--- config.mk ---
export PLATFORM = sky130hd
export DESIGN_NAME = fifo_rd_stream
export DESIGN_NICKNAME = d
export VERILOG_FILES = /design/src/rtl/fifo_pkg.sv /design/src/rtl/stream_buf3.sv /design/src/rtl/fifo_rd_stream.sv
export SDC_FILE = /design/constraint.sdc
export NUM_CORES = 1
export LEC_CHECK = 0
export ABC_AREA = 0
export CAP_MARGIN = 20
export CELL_PAD_IN_SITES_DETAIL_PLACEMENT = 1
export CELL_PAD_IN_SITES_GLOBAL_PLACEMENT = 2
export CORE_MARGIN = 8
export CORE_UTILIZATION = 34
export DETAILED_ROUTE_END_ITERATION = 6
export GPL_ROUTABILITY_DRIVEN = 0
export PLACE_DENSITY_LB_ADDON = 0.05
export SYNTH_ARGS = -nofsm -noshare
export SYNTH_HDL_FRONTEND = slang
export SYNTH_SLANG_ARGS = --single-unit
--- constraint.sdc ---
create_clock -name clk -period 1.68 [get_ports clk]
set_input_delay 0.168 -clock clk [delete_from_list [all_inputs] [get_ports clk]]
set_output_delay 0.168 -clock clk [all_outputs]
set_load 0.1 [all_outputs]
--- src/rtl/fifo_pkg.sv ---
// Shared FIFO package: default data/pointer widths and read-stream buffer constants.
// Latency: n/a (types and constants only).
// Backpressure: n/a.
package fifo_pkg;

    localparam int DEF_WIDTH     = 8;
    localparam int DEF_PTR_WIDTH = 4;
    localparam int BUF_DEPTH     = 3;
    localparam int BUF_PTR_W     = 2;

    typedef logic [BUF_PTR_W-1:0] buf_ptr_t;
    typedef logic [1:0]           buf_cnt_t;

    typedef struct packed {
        buf_ptr_t wr_ptr;
        buf_ptr_t rd_ptr;
        buf_cnt_t held;
    } buf_state_t;

    // Circular increment over a non-power-of-two depth.
    function automatic buf_ptr_t buf_ptr_inc(input buf_ptr_t p);
        return (p == buf_ptr_t'(BUF_DEPTH - 1)) ? '0 : p + buf_ptr_t'(1);
    endfunction

endpackage

--- src/rtl/stream_buf3.sv ---
// Three-entry circular skid buffer holding words returned by the FIFO read port.
// Latency: a pushed word is at the head the cycle after the push edge when the buffer was empty.
// Backpressure: caller must not push when full; pop is ignored while empty.
module stream_buf3
    import fifo_pkg::*;
#(
    parameter int WIDTH = DEF_WIDTH
) (
    input  logic             clk,
    input  logic             rst_n,
    input  logic             push,
    input  logic [WIDTH-1:0] push_data,
    input  logic             pop,
    output logic [WIDTH-1:0] head_data,
    output buf_cnt_t         held,
    output logic             not_empty
);
    buf_state_t       st;
    logic [WIDTH-1:0] mem [BUF_DEPTH];
    logic             pop_ok;

    assign pop_ok = pop && (st.held != '0);

    always_ff @(posedge clk or negedge rst_n) begin
        if (!rst_n) begin
            st <= '0;
            for (int i = 0; i < BUF_DEPTH; i++) begin
                mem[i] <= '0;
            end
        end else begin
            if (push) begin
                mem[st.wr_ptr] <= push_data;
                st.wr_ptr      <= buf_ptr_inc(st.wr_ptr);
            end
            if (pop_ok) begin
                st.rd_ptr <= buf_ptr_inc(st.rd_ptr);
            end
            // Simultaneous push and pop leaves the count untouched.
            case ({push, pop_ok})
                2'b10:   st.held <= st.held + buf_cnt_t'(1);
                2'b01:   st.held <= st.held - buf_cnt_t'(1);
                default: st.held <= st.held;
            endcase
        end
    end

    assign head_data = mem[st.rd_ptr];
    assign held      = st.held;
    assign not_empty = (st.held != '0);

endmodule

--- src/rtl/fifo_rd_stream.sv ---
// Read-side engine for sync_fifo: turns the registered-read port into a valid/ready stream.
// Latency: rd_en sampled at edge E, word captured at E+1, out_valid in the following cycle.
// Backpressure: issues reads only while buffered + in-flight words < 3; out_ready never reaches rd_en.
module fifo_rd_stream
    import fifo_pkg::*;
#(
    parameter int WIDTH     = DEF_WIDTH,
    parameter int CNT_WIDTH = 16
) (
    input  logic                 clk,
    input  logic                 rst_n,
    input  logic                 fifo_empty,
    input  logic [WIDTH-1:0]     fifo_rdata,
    output logic                 fifo_rd_en,
    output logic                 out_valid,
    output logic [WIDTH-1:0]     out_data,
    input  logic                 out_ready,
    output logic [CNT_WIDTH-1:0] xfer_cnt,
    output logic                 busy
);
    logic     inflight;
    logic     pop;
    buf_cnt_t held;
    logic [2:0] occupancy;

    // Reserve a slot for every read already in flight so capture can never overflow.
    assign occupancy  = {1'b0, held} + {2'b00, inflight};
    assign fifo_rd_en = !fifo_empty && (occupancy < 3'(BUF_DEPTH));
    assign pop        = out_valid && out_ready;
    assign busy       = out_valid || inflight;

    stream_buf3 #(
        .WIDTH(WIDTH)
    ) u_buf (
        .clk       (clk),
        .rst_n     (rst_n),
        .push      (inflight),
        .push_data (fifo_rdata),
        .pop       (pop),
        .head_data (out_data),
        .held      (held),
        .not_empty (out_valid)
    );

    always_ff @(posedge clk or negedge rst_n) begin
        if (!rst_n) begin
            inflight <= 1'b0;
            xfer_cnt <= '0;
        end else begin
            inflight <= fifo_rd_en;
            if (pop) begin
                xfer_cnt <= xfer_cnt + CNT_WIDTH'(1);
            end
        end
    end

endmodule

### Yosys cells after proc, flatten, opt, wreduce, memory -nomap -nowiden

Index checks and enable logic that the tools add are counted.

* flip-flop bits (word level): 47
* bits of input ports: 12

* eq/ne operators: 4
* multiplexer cells: 9
* add/sub/neg operators: 6
* bitwise gates (word level): 2
* reduce and logical (&&, ||, !) cells: 8
* $lt $le $gt $ge: 4

Operator list (count)
* 24-bit bitwise mux: 1
* 8-bit two-way mux: 3
* 16-bit by 1-bit adder with 16-bit output, second input constant: 1
* 8-bit binary-select mux with 2-bit select: 1
* 8-bit demux with 2-bit select: 1
* 2-bit by 1-bit adder with 2-bit output, second input constant: 3
* 2-bit equality test, second input constant: 3
* 3-bit >= comparator, second input constant: 2
* 2-bit NOT with 3-bit output: 2
* 1-bit logical AND: 4
* 2-bit two-way mux: 2
* 2-bit case mux with 2 select lines: 1
* 2-bit nonzero test: 2
* 2-bit by 1-bit adder with 3-bit output: 1
* 3-bit by 1-bit less-than comparator with 1-bit output, second input constant: 1
* 3-bit by 2-bit less-than comparator with 1-bit output, second input constant: 1
* 2-bit by 1-bit equality test with 1-bit output, second input constant: 1
* 2-bit by 1-bit subtractor with 2-bit output, second input constant: 1
* 1-bit logical NOT: 1
* 1-bit logical OR: 1

### Longest topological paths before layout

* depth after elaboration: 6
* gate-level depth with buffers: 6
* mapped depth without buffers: 6

### Cells and area by module

A second synthesis with hierarchy kept.

* cells, all modules: 169
* area total of the unflattened synthesis: 2149.6 um^2

Modules (own cells, without submodules)
* stream_buf3: seq. area each 750.7 um^2, area each 1368.8 um^2, cells each 103, times used 1
* fifo_rd_stream: seq. area each 425.4 um^2, area each 780.7 um^2, cells each 66, times used 1

### Worst setup path before layout

OpenSTA, ideal clock, no wires.

* path type: register to register
* start: register, netlist name u_buf.held[0]
* end: register inflight
* cell stages (with the launch flop): 4
* arrival time: 3.226 ns
* slack: -1.909 ns
* cells stage by stage: dfrtp_1 ha_1 ha_1 a211oi_1

* cells in the longest elaborated chain, start to end: 3

Ends and longest elaborated chain
* 2-bit by 1-bit adder with 3-bit output: line fifo_rd_stream.sv:27 `assign occupancy = {1'b0, held} + {2'b00, inflight};`
* 3-bit by 2-bit less-than comparator with 1-bit output: line fifo_rd_stream.sv:28 `assign fifo_rd_en = !fifo_empty && (occupancy < 3'(BUF_DEPTH));`
* 1-bit logical AND: line fifo_rd_stream.sv:28
* named net fifo_rd_en: line fifo_rd_stream.sv:14 `output logic fifo_rd_en,`
* to (signal assigned): line fifo_rd_stream.sv:50 `inflight <= fifo_rd_en;`
* to (decl): line fifo_rd_stream.sv:21 `logic inflight;`

The timed path passes the listed nets, and every way through them passes these cells.
A chain may end at the register's enable or synchronous reset.

### Worst setup path after layout

* start: register inflight
* end: output port fifo_rd_en

* cells in the longest elaborated chain, start to end: 3

Ends and longest elaborated chain (line)
* 2-bit by 1-bit adder with 3-bit output: fifo_rd_stream.sv:27
* 3-bit by 2-bit less-than comparator with 1-bit output: fifo_rd_stream.sv:28
* 1-bit logical AND: fifo_rd_stream.sv:28
* to (decl): fifo_rd_stream.sv:14

No other way between the ends.

==> impl_results.md <==
* Status: complete, but fails checks
* Violations in the final reports: negative setup slack
* Root buffer selected by CTS: sky130_fd_sc_hd__clkbuf_8
* Total of flip-flops plus latches after synthesis at 47
* Mapped Avg Cell Area at 12.7 um^2
* Worst-margin pin slew at 576 ps
* Placement Rows at 28
* Most numerous cell types in the synthesized netlist: sky130_fd_sc_hd__dfrtp_1 (47), sky130_fd_sc_hd__nand2_1 (18), sky130_fd_sc_hd__xnor2_1 (13), sky130_fd_sc_hd__mux2_1 (12), sky130_fd_sc_hd__mux2_2 (12)
* Arrival time of the worst setup path at between 1500 and 2000 ps
* Number of cells produced by synthesis at 165
* Proportion of netlist area held by the largest area contributor at approximately 56%
* Final number of hold-violating endpoints at 0
* Share of the cycle needed by the critical path after routing at 108%
* Xor and xnor area share after synthesis at around 7.5%
* Fraction of registers with async set or reset after synthesis at between 90% and 100%
* Critical path peak fanout at 4
* Post-synthesis sequential area ratio at a little under three fifths
* Count of vias placed by the detailed router at approximately 1.5k
* Maximum number of pins on one net before global-route repair at 26
* TritonCTS clock tree: done
* Die extent in y at between 90 and 100 um
* Shortest period the worst path allows at between 1500 and 2000 ps
* Highest clock rate at approximately 0.55 GHz
* Top-level port count at 39
* Largest area contributor in the synthesized netlist: sky130_fd_sc_hd__dfrtp_1
* Distinct cell type count after synthesis at 32
* Setup violations, final at 1
* Layout Nets at ~240
* Post-Place Worst Slack at -11.6 ps
* Layout fillers at just under 600
* Post-synthesis instance area at ~2100 um^2
* Port Buffers at 38
* Grt total ovfl at 0
* Largest family of logic cells by synthesized area: multiplexers
* Unrepaired setup endpoints after global routing: true
* Type of the worst setup path: reg2out
* Number of maximum-capacitance violations at 0
* Hold Path Class: in2async
* Mux share of post-synthesis cell area at between 10% and 20%
* Die Width at 94.4 um
* Worst clock skew at about 7.2 ps
* Placeable core region at slightly below 6000 um^2
* Worst skew pair latency at 300 ps
* Antenna violations before repair at 0
* Total number of yosys warnings at 0
* Number of clock buffers inserted by TritonCTS at 5
* Drt total wl at about 5100 um
* Starting density of the core at 35.3%
* Number of clock sinks seen by CTS at 47
* Arithmetic-cell share of the synthesized area counting full adders, half adders and majority gates at about 2.4%
* Global-route wire length before repair at between 8000 and 9000 um
* Setup crit start kind: flop
* # DRC at 0
* Final antenna-violating net count at 0
* Type of destination of the critical path: output port
* DRC marker count from the first detailed-route iteration at 21
* Area growth syn-to-layout at 58.6%
* Area contributors post-synth: sky130_fd_sc_hd__dfrtp_1 (56%), sky130_fd_sc_hd__mux2_1 (6.5%), sky130_fd_sc_hd__mux2_2 (6.5%)
* Most frequent cell after synthesis: sky130_fd_sc_hd__dfrtp_1
* Global-route total usage across every layer at ~13%
* Pre-Repair DR Iteration Count at 4
* N_diodes at 0
* Sum of net half-perimeters after detailed placement at roughly 3800 um
* Slew HR at about 60%
* Average detailed-routed wire length per instance at between 15 and 20 um
* Via count of the first global-routing pass at 1663
* Count of H-tree levels built during CTS at 2
* Setup slack of the critical path after layout at -137 ps
* Slack of the worst reg-to-reg path at 50 ps
* Post-Synthesis Net Count at 181
* Share of cells above drive strength 1 at 49.1%
* Die area at slightly below 9000 um^2
* Count of flip-flops with a built-in enable after synthesis at 0
* Clock Path Buffers at 2
* Synth Area in Compound Gates at under 10%
* Top flip-flop cell by instance count after synthesis: sky130_fd_sc_hd__dfrtp_1
* Req. time, crit path at between 1500 and 2000 ps
* Vias per std cell at 4.93
* Number of pins with negative max-slew slack in the final report at 0
* Clock transition at the registers of the reported paths at approximately 90 ps
* Share of synthesized cell area in and, or, nand and nor gates at approximately 11%
cells by family after synthesis:
family | count (synthesis)
AND/OR/NAND/NOR | 42
XOR/XNOR | 18
buffers and inverters | 8
multiplexers | 32
adder cells (fa/ha/maj) | 4
flip-flops | 47
AO/OA/AOI/OAI | 14
worst paths after layout:
path | to | from | cells after the start
worst min-delay path | u_buf.mem[1] | rst_n | 2
min in group clk | u_buf.mem[19] | u_buf.mem[19] | 1
max in group asynchronous | xfer_cnt[5] | rst_n | 3
worst max register to register | u_buf.mem[3] | inflight | 4
worst min register to register | u_buf.mem[19] | u_buf.mem[19] | 1
worst max-delay path | fifo_rd_en | inflight | 4
cell usage in the layout, fill, tap and decap left out, types with 3 or more instances in the layout:
| cell | instances |
|---|---|
| sky130_fd_sc_hd__nor2_1 | 3 |
| sky130_fd_sc_hd__buf_4 | 16 |
| sky130_fd_sc_hd__inv_2 | 3 |
| sky130_fd_sc_hd__xor2_1 | 5 |
| sky130_fd_sc_hd__o21ai_4 | 9 |
| sky130_fd_sc_hd__nand3_1 | 7 |
| sky130_fd_sc_hd__dfrtp_4 | 6 |
| sky130_fd_sc_hd__clkbuf_8 | 7 |
| sky130_fd_sc_hd__mux2_2 | 12 |
| sky130_fd_sc_hd__nand2_1 | 16 |
| sky130_fd_sc_hd__buf_6 | 3 |
| sky130_fd_sc_hd__mux2_1 | 12 |
| sky130_fd_sc_hd__buf_12 | 28 |
| sky130_fd_sc_hd__dfrtp_2 | 9 |
| sky130_fd_sc_hd__dfrtp_1 | 32 |
| sky130_fd_sc_hd__clkdlybuf4s50_1 | 10 |
| sky130_fd_sc_hd__mux2i_2 | 4 |
| sky130_fd_sc_hd__xnor2_1 | 13 |
sequential cells by signal, indices dropped and copies added (netlist names):
register,flops
u_buf.mem,24
inflight,1
u_buf.st,4
xfer_cnt,16
u_buf.held,2
worst max-delay path, cell delays in order, from the launching register on:
cell and delay [ps]:
sky130_fd_sc_hd__dfrtp_2 450, sky130_fd_sc_hd__ha_4 180, sky130_fd_sc_hd__ha_4 210, sky130_fd_sc_hd__a211oi_4 290
sky130_fd_sc_hd__buf_12 210
stage by stage:
step           util, %  TNS (ps)  cells  hold slack (ps)  instance area [um^2]
2_1_floorplan        -      -485    165             -128                  2250
3_3_place_gp      51.6         0    283              185                  3050
3_5_place_dp      51.6     -13.5    283              205                  3050
4_1_cts           53.8      -255    294              419                  3180
5_1_grt           56.0      -264    303              440                  3320
6_report          56.0      -137    303              399                  3320
cell type report:
class	count	area, um^2	area share, %
Sequential cell	47	1210	36.5
Multi-Input combinational cell	110	1070	32.2
Inverter	4	15.0	0.453
Clock buffer	8	100	3.02
Tap cell	75	93.8	2.83
Timing Repair Buffer	59	830	25.0
per-layer routing:
layer	wire length, um	GRT usage, %	share of wire, %
met5	0	0	0
met4	64	3.96	1.2
met2	2710	21.6	53
met1	2160	14.7	42
met3	210	3.73	4.1
what timing repair did:
| item | 4_1_cts | 5_1_grt |
|---|---|---|
| hold buffers | 1 | 0 |
| pin swaps | 1 | 3 |
| hold endpoints to repair | 22 | 0 |
| gates resized for setup | 3 | 15 |
| buffers inserted | 2 | 9 |
| setup endpoints to repair | 10 | 12 |
Power is left out: the tool's default activity adds up to more than one toggle a clock period on the data nets, which glitch-free logic cannot reach.
